$ cat config.mk
export PLATFORM = sky130hd
export DESIGN_NAME = bxl1a_cntr
export DESIGN_NICKNAME = d
export VERILOG_FILES = /design/src/rtl/ccb_pkg.sv /design/src/rtl/bx_orbit_cntr.sv /design/src/rtl/bxl1a_cntr.sv
export SDC_FILE = /design/constraint.sdc
export NUM_CORES = 1
export LEC_CHECK = 0
export ABC_CLOCK_PERIOD_IN_PS = 2300
export BUFFER_PORTS_ARGS = -buffer_cell sky130_fd_sc_hd__buf_2
export CORE_MARGIN = 3
export CORE_UTILIZATION = 35
export DETAILED_ROUTE_END_ITERATION = 8
export SYNTH_ARGS = -nofsm -noshare
export SYNTH_HDL_FRONTEND = slang
export SYNTH_SLANG_ARGS = --single-unit
$ cat constraint.sdc
create_clock -name CLKCMS -period 2.3 [get_ports CLKCMS]
set_clock_uncertainty 0.2 [all_clocks]
set_input_delay 0.345 -clock CLKCMS [delete_from_list [all_inputs] [get_ports CLKCMS]]
set_output_delay 0.345 -clock CLKCMS [all_outputs]
set_load 0.01 [all_outputs]
$ cat src/rtl/ccb_pkg.sv
// Shared definitions for the CCB command-decoder downstream stages:
// sync FSM encoding, LHC orbit constants and the BX wrap helper.
package ccb_pkg;

   localparam int BXN_W      = 12;
   localparam int LHC_BX_MAX = 3563;

   localparam logic [BXN_W-1:0] BX_ONE = BXN_W'(1);

   typedef enum logic [1:0] {
      ST_UNSYNC = 2'd0,
      ST_SYNCED = 2'd1,
      ST_ERROR  = 2'd2
   } sync_state_e;

   // Orbit-wrapped increment: the last BX of the orbit is followed by the offset.
   function automatic logic [BXN_W-1:0] bx_wrap_inc(
      input logic [BXN_W-1:0] bx,
      input logic [BXN_W-1:0] max_v,
      input logic [BXN_W-1:0] off_v
   );
      return (bx == max_v) ? off_v : bx + BX_ONE;
   endfunction

endpackage

$ cat src/rtl/bx_orbit_cntr.sv
// Orbit-aligned bunch-crossing counter. Exposes the natural next value
// (what the counter would become without a reload) for BC0 alignment checks.
module bx_orbit_cntr
   import ccb_pkg::*;
#(
   parameter int BX_MAX    = LHC_BX_MAX,
   parameter int BX_OFFSET = 0
) (
   input  logic             clk,
   input  logic             rst_n,
   input  logic             clkena,
   input  logic             load,
   output logic [BXN_W-1:0] bxn,
   output logic [BXN_W-1:0] bxn_next
);

   localparam logic [BXN_W-1:0] MAX_V = BXN_W'(BX_MAX);
   localparam logic [BXN_W-1:0] OFF_V = BXN_W'(BX_OFFSET);

   assign bxn_next = clkena ? bx_wrap_inc(bxn, MAX_V, OFF_V) : bxn;

   // Reload wins over counting and is independent of clkena.
   always_ff @(posedge clk or negedge rst_n) begin
      if (!rst_n) begin
         bxn <= '0;
      end else if (load) begin
         bxn <= OFF_V;
      end else begin
         bxn <= bxn_next;
      end
   end

endmodule

$ cat src/rtl/bxl1a_cntr.sv
// BX / L1A event counter stage with BC0 alignment FSM and 1-cycle L1A tagging.
// Build option: define BXL1A_ERRCNT_EN to include the saturating BC0 mismatch counter.
module bxl1a_cntr
   import ccb_pkg::*;
#(
   parameter int BX_MAX    = LHC_BX_MAX,
   parameter int BX_OFFSET = 0,
   parameter int L1A_WIDTH = 24
) (
   input  logic                 CLKCMS,
   input  logic                 RSTN,
   input  logic                 CLKENA,
   input  logic                 BC0,
   input  logic                 BXRST,
   input  logic                 L1ARST,
   input  logic                 L1ASRST,
   input  logic                 L1A,
   output logic [BXN_W-1:0]     BXN,
   output logic [L1A_WIDTH-1:0] L1ACNT,
   output logic                 L1A_VALID,
   output logic [BXN_W-1:0]     L1A_BXN,
   output logic [L1A_WIDTH-1:0] L1A_NUM,
   output logic                 SYNCED,
   output logic                 BC0_ERR,
   output logic [7:0]           BC0_ERRCNT,
   output logic [1:0]           fsm_state
);

   localparam logic [BXN_W-1:0]     OFF_V   = BXN_W'(BX_OFFSET);
   localparam logic [L1A_WIDTH-1:0] CNT_ONE = L1A_WIDTH'(1);

   sync_state_e          state, state_nxt;
   logic                 err_nxt;
   logic [BXN_W-1:0]     bxn_next;
   logic                 bc0_mismatch;
   logic                 l1a_acc;
   logic [L1A_WIDTH-1:0] cnt_new;

   bx_orbit_cntr #(
      .BX_MAX    (BX_MAX),
      .BX_OFFSET (BX_OFFSET)
   ) u_bx (
      .clk      (CLKCMS),
      .rst_n    (RSTN),
      .clkena   (CLKENA),
      .load     (BC0 | BXRST),
      .bxn      (BXN),
      .bxn_next (bxn_next)
   );

   // BXRST coinciding with BC0 suppresses the alignment check.
   assign bc0_mismatch = BC0 && !BXRST && (bxn_next != OFF_V);

   always_ff @(posedge CLKCMS or negedge RSTN) begin
      if (!RSTN) begin
         state   <= ST_UNSYNC;
         BC0_ERR <= 1'b0;
      end else begin
         state   <= state_nxt;
         BC0_ERR <= err_nxt;
      end
   end

   always_comb begin
      state_nxt = state;
      err_nxt   = BC0_ERR;
      case (state)
         ST_UNSYNC: begin
            if (BC0 || BXRST) state_nxt = ST_SYNCED;
         end
         ST_SYNCED: begin
            if (bc0_mismatch) begin
               state_nxt = ST_ERROR;
               err_nxt   = 1'b1;
            end
         end
         ST_ERROR: begin
            if (BXRST) begin
               state_nxt = ST_SYNCED;
               err_nxt   = 1'b0;
            end
         end
         default: begin
            state_nxt = ST_UNSYNC;
            err_nxt   = 1'b0;
         end
      endcase
   end

   assign SYNCED    = (state != ST_UNSYNC);
   assign fsm_state = state;

   // An L1A coinciding with L1ARST becomes event number 1.
   assign l1a_acc = L1A && !L1ASRST;
   assign cnt_new = L1ARST ? CNT_ONE : L1ACNT + CNT_ONE;

   always_ff @(posedge CLKCMS or negedge RSTN) begin
      if (!RSTN) begin
         L1ACNT <= '0;
      end else if (L1ASRST) begin
         L1ACNT <= '0;
      end else if (l1a_acc) begin
         L1ACNT <= cnt_new;
      end else if (L1ARST) begin
         L1ACNT <= '0;
      end
   end

   always_ff @(posedge CLKCMS or negedge RSTN) begin
      if (!RSTN) begin
         L1A_VALID <= 1'b0;
         L1A_BXN   <= '0;
         L1A_NUM   <= '0;
      end else begin
         L1A_VALID <= l1a_acc;
         if (l1a_acc) begin
            L1A_BXN <= BXN;
            L1A_NUM <= cnt_new;
         end
      end
   end

`ifdef BXL1A_ERRCNT_EN
   logic       errcnt_inc;
   logic [7:0] errcnt;

   // Mismatches count in both SYNCED and ERROR; only RSTN clears the counter.
   assign errcnt_inc = bc0_mismatch && (state != ST_UNSYNC);

   always_ff @(posedge CLKCMS or negedge RSTN) begin
      if (!RSTN) begin
         errcnt <= 8'h00;
      end else if (errcnt_inc && (errcnt != 8'hFF)) begin
         errcnt <= errcnt + 8'd1;
      end
   end

   assign BC0_ERRCNT = errcnt;
`else
   assign BC0_ERRCNT = 8'h00;
`endif

endmodule

**Word level (Yosys, flattened, before mapping)**

Index checks and enable logic that the tools add are counted.

- Reduce and logical (&&, ||, !) cells: 12
- Multiplexer cells: 14
- Bitwise gates (word level): 2
- Eq/ne operators: 6
- Add/subtract/negate cells: 2

Operators by type and width:

| cell | count |
|---|---|
| $mux W24 | 4 |
| $mux W12 | 3 |
| $add A24 B1 Y24 const B | 1 |
| $add A12 B1 Y12 const B | 1 |
| $eq A12 B12 Y1 const B | 1 |
| $reduce_bool A12 Y1 | 1 |
| $mux W2 | 3 |
| $ne A2 B2 Y1 const B | 3 |
| $pmux W2 S3 | 1 |
| $reduce_and A3 Y1 | 2 |
| $logic_and A1 B1 Y1 | 3 |
| $pmux W1 S3 | 1 |
| $reduce_bool A3 Y1 | 1 |
| $eq A2 B1 Y1 const B | 1 |
| $eq A2 B2 Y1 const B | 1 |
| $logic_not A1 Y1 | 2 |
| $logic_not A2 Y1 | 1 |
| $mux W1 | 2 |
| $reduce_bool A2 Y1 | 1 |
| $logic_or A1 B1 Y1 | 1 |
| $not A1 Y1 | 1 |
| $or A1 B1 Y1 | 1 |

- Input bits: 8
- Register bits after elaboration: 76
- Output and inout bits: 85
- Word-level logic and storage cells: 43

**Logic depth before layout (Yosys ltp)**

- Depth in word-level cells: 7
- Depth in mapped cells: 8

**Hierarchy**

From an unflattened synthesis, not the netlist that was laid out.

- Cells, all modules: 430
- Area, all modules: 3911.3 µm²

Modules (own cells, without submodules):

| module | area an instance (µm²) | instances | cells each |
|---|---|---|---|
| bxl1a_cntr | 3213.1 | 1 | 353 |
| bx_orbit_cntr | 698.2 | 1 | 77 |

**Worst setup path after synthesis**

No wires, ideal clock.

- Kind: register -> register
- Start: register u_bx.bxn[0]
- End: register state[0] (netlist: fsm_state[0])
- Stages on the path, launching flop included: 8
- Arrival: 1.960 ns
- Period minus slack after synthesis: 2.237 ns
- Slack: 0.063 ns
- Cell sequence: dfrtp_1 ha_1 nand4_1 nor2_1 nor4b_1 a211oi_2 or4_1 a21oi_1

- Longest elaborated chain between the ends: 7
- Elaborated cells on any way between the ends: 8
- Classes of those cells: add/sub: 1; eq/ne: 2; mux: 2; reduce/logical: 3

RTL lines:

| what | line | source |
|---|---|---|
| start: declaration | bx_orbit_cntr.sv:13 | `output logic [BXN_W-1:0] bxn,` |
| start signal: assignment | bx_orbit_cntr.sv:29 | `bxn <= bxn_next;` |
| $add A12 B1 Y12 or $eq A12 B12 Y1 (tied branches) | ccb_pkg.sv:22 | `return (bx == max_v) ? off_v : bx + BX_ONE;` |
| $mux W12 | ccb_pkg.sv:22 |  |
| $mux W12 * | bx_orbit_cntr.sv:20 | `assign bxn_next = clkena ? bx_wrap_inc(bxn, MAX_V, OFF_V) : bxn;` |
| $reduce_bool A12 Y1 * | bxl1a_cntr.sv:52 | `assign bc0_mismatch = BC0 && !BXRST && (bxn_next != OFF_V);` |
| $logic_and A1 B1 Y1 * | bxl1a_cntr.sv:52 |  |
| $ne A2 B2 Y1 (no source line) * | n/a |  |
| $reduce_and A3 Y1 (no source line) * | n/a |  |
| end signal: assignment | bxl1a_cntr.sv:59 | `state <= state_nxt;` |
| end: declaration | bxl1a_cntr.sv:32 | `sync_state_e state, state_nxt;` |

Every way passes the cells marked *; elsewhere a longest branch is shown, timed or not.
A chain may end at the register's enable or synchronous reset.

**Worst setup path after layout**

Ends and elaborated chain as after synthesis.

==> impl_metrics.py <==
metrics = {
    "sta": {
        "fin_crit_ps": 2130,
        "worst_hold_slack_ps": 23.7,
        "slew_violations": 0,
        "setup_viol": 0,
        "setup_tns_ps": 0,
        "worst_pin_slew_ps": 508,
        "final_hold_viol_count": 0,
        "fin_crit_sh": 0.924,
        "max_clock_freq_mhz": 470,
        "grt_setup_unrepaired": "no",
        "final.setup.worst_slack_ps": 175,
        "slew_headroom": 0.661,
    },
    "worst_setup_path": {
        "endpoint_kind": "flop",
        "crit_start": "u_bx.bxn[0]$_DFF_PN0_",
        "cp_slowest_cell": "or4_1",
        "reg2reg_from": "u_bx.bxn[0]$_DFF_PN0_",
        "cpMostUsedCell": "a21oi_1",
        "regToRegEndpoint": "fsm_state[0]$_DFFE_PN0P_",
        "cp.required_ps": 2390,
        "worstPathArrival_ps": 2220,
        "r2r_slack_ps": 170,
        "crit_end": "fsm_state[0]$_DFFE_PN0P_",
        "start_kind": "flop",
        "critPathKind": "reg -> reg",
        "worstPathMaxFanout": 4,
        "crit_chain": "ha_1 > and4_1 > a21oi_1 > o311a_1 > nand2b_1 > or4_1 > a21oi_1",
        "r2r.worst_path.cells": 7,
        "slowest_delay_ps": 400,
    },
    "routing": {
        "wl_mm": 9.77,
        "postRouteAntennaNets": 0,
        "wire_per_inst_um": 15.3,
        "first_iter_violations": 154,
        "dr.pass1.iters": 4,
        "dr_total_vias": 3169,
        "drc": 0,
        "post_drt_via_cell_ratio": 4.97,
    },
    "die": {
        "die_x_um": 112,
        "initial_core_util": 0.368,
        "die_h_um": 112,
        "core_um2": 10600,
        "die_area_um2": 12500,
        "io_pins": 93,
        "rows": 37,
    },
    "placed_design": {
        "port_buffers": 84,
        "gp_congestion": 0.897,
        "place_ws_ps": 171,
        "place_inst": 620,
        "hpwl_mm": 6.89,
    },
    "run_status": {
        "status": "complete, no violations",
    },
    "synthesis": {
        "yosys.cell_types.count": 49,
        "synth_compound_area_frac": 0.0753,
        "synth_top_family_by_area": "simple AND/OR/NAND/NOR gates",
        "ys.flop_type": "dfrtp_1",
        "ys.warnings.count": 0,
        "synth_mux_area_frac": 0.0372,
        "ys_async_sr_fraction": 1.00,
        "postSynthCellCount": 403,
        "synth-simple-area-share": 0.216,
        "syn_avg_cell_area_um2": 9.69,
        "synth_area_um2": 3900,
        "synth_edf_count": 0,
        "synth-seq-cells": 76,
        "synthAdderAreaFrac": 0.00641,
        "synth_seq_area_share": 0.487,
        "synth_xor_area_frac": 0.119,
    },
    "clock_network": {
        "numCtsBuffers": 9,
        "clk_latency_ps": 360,
        "cts_root_buffer": "clkbuf_8",
        "post_cts_buffers": 0,
        "clock-sinks": 76,
        "clockBufferDepth": 2,
        "cts_tree": "done",
        "htree_levels": 3,
        "clkSlewWorstSetupHoldPaths_ps": 70,
    },
    "finish": {
        "diodes": 0,
        "finalNetCount": 507,
        "fillers": 1042,
        "multiInputGateArea_um2": 1820,
        "seq_area_um2": 1900,
        "area_growth_pct": 21.4,
        "stdcell_count": 637,
        "drive_gt1_frac": 0.305,
    },
    "run": {
        "maxCapViolCount": 0,
    },
    "grt": {
        "grt_max_degree": 42,
        "grt_pass1_wl_mm": 16.4,
        "overflow": 0,
        "antenna_found_initial": 0,
        "grt_pass1_vias": 3243,
        "gr-usage-all-layers": 0.164,
    },
    "pwr": {
        "power_leakage_nw": 2.29,
        "vdd_drop_max_mv": 0.315,
        "powerDensity_nw_per_um2": 560,
    },
    "worst_hold_path": {
        "min_path_type": "in -> reg",
    },
}
## per-layer routing
metal  part of all wire  vias to the layer above  routed length, um  global-route usage
met4              0.027                        0                260              0.0746
met5                  0                        -                  0                   0
met2               0.48                       92               4710               0.266
li1                   -                     1530                  -                   -
met1               0.45                     1524               4350               0.205
met3              0.047                       23                455              0.0429
## area by class of cell
| cell class | instances | area share |
|---|---|---|
| Tap cell | 136 | 0.0359 |
| Inverter | 4 | 0.00317 |
| Clock buffer | 14 | 0.0385 |
| Clock inverter | 1 | 0.00106 |
| Multi-Input combinational cell | 295 | 0.384 |
| Sequential cell | 76 | 0.402 |
| Timing Repair Buffer | 111 | 0.136 |
## flip-flops by register name (all words and copies together) (netlist names)
| register | cells |
|---|---|
| fsm_state | 2 |
| u_bx.bxn | 12 |
| L1A_BXN | 12 |
| L1A_NUM | 24 |
| L1ACNT | 24 |
| L1A_VALID | 1 |
| BC0_ERR | 1 |
## layout by cell type, fill, tap and decap left out, types with 13 or more instances in the layout
cell type | Yosys | final
buf_2 | 7 | 83
buf_4 | 8 | 25
clkbuf_8 | 0 | 13
dfrtp_1 | 76 | 74
nand2_1 | 48 | 48
nand3_1 | 18 | 18
nand4_1 | 13 | 13
nor2_1 | 42 | 42
o21ai_0 | 25 | 25
xnor2_1 | 16 | 16
xor2_1 | 37 | 37
## cell families (layout without fill, tap and decap cells)
group | Yosys count | count (layout)
AO/OA/AOI/OAI | 50 | 50
XOR/XNOR | 53 | 53
adder cells (fa/ha/maj) | 2 | 2
buffers and inverters | 39 | 130
flip-flops | 76 | 76
multiplexers | 13 | 13
other | 1 | 8
AND/OR/NAND/NOR | 169 | 169
## synth_stat cells (5+ instances only)
cell type  count  area share
and3_1         6      0.0096
nand4_1       13       0.021
a21oi_1        8       0.010
mux2_2        12       0.035
nand3_1       18       0.023
nand2b_1       5      0.0080
xor2_1        37       0.083
buf_2          7      0.0090
nor3_1         9       0.012
buf_4          8       0.015
nor2_1        42       0.040
dfrtp_1       76        0.49
nand2_1       48       0.046
clkbuf_1      13       0.012
o21ai_0       25       0.032
xnor2_1       16       0.036
## how the worst min path moves through the flow
| stage | startpoint | slack [ps] | endpoint | cells past startpoint |
|---|---|---|---|---|
| after floorplan | RSTN | -150 | BC0_ERR$_DFFE_PN0P_ | 0 |
| after global placement | RSTN | 140 | L1A_BXN[8]$_DFFE_PN0P_ | 1 |
| after detailed placement | RSTN | 150 | L1A_BXN[8]$_DFFE_PN0P_ | 1 |
| after CTS | BC0 | 0.9 | u_bx.bxn[4]$_DFF_PN0_ | 2 |
| after global routing | BC0 | 30 | u_bx.bxn[4]$_DFF_PN0_ | 2 |
| final | BC0 | 20 | u_bx.bxn[4]$_DFF_PN0_ | 2 |
## critical path: cells and delay by family (launching register included)
kind	cells	cell delay [ps]
and+or+nand+nor	3	740
DFF	1	380
AOI/OAI and AO/OA	3	510
adders and majority gates	1	230
## metrics by stage
stage | area [um2] | utilization | power, W
final | 4740 | 0.447 | 0.00265
after global routing | 4740 | 0.447 | 0.00278
after CTS | 4720 | 0.446 | 0.00270
after detailed placement | 4520 | 0.426 | 0.00169
after global placement | 4520 | 0.426 | 0.00168
after floorplan | 3930 | - | 0.00157
## power breakdown
part	total, W	switching (W)	leakage, nW	internal [W]
clock network	0.000999	0.000495	0.0986	0.000504
logic	0.000252	0.000157	1.14	0.0000943
registers	0.00140	0.0000358	1.05	0.00137
total	0.00265	0.000688	2.29	0.00196
## what timing repair did
| action | 4_1_cts | 5_1_grt |
|---|---|---|
| hold endpoints to repair | 37 | 0 |
| setup endpoints to repair | 0 | 1 |
| gates resized for setup | 0 | 4 |
| hold buffers | 2 | 0 |
Note: power is estimated with default switching activity, not from simulation.
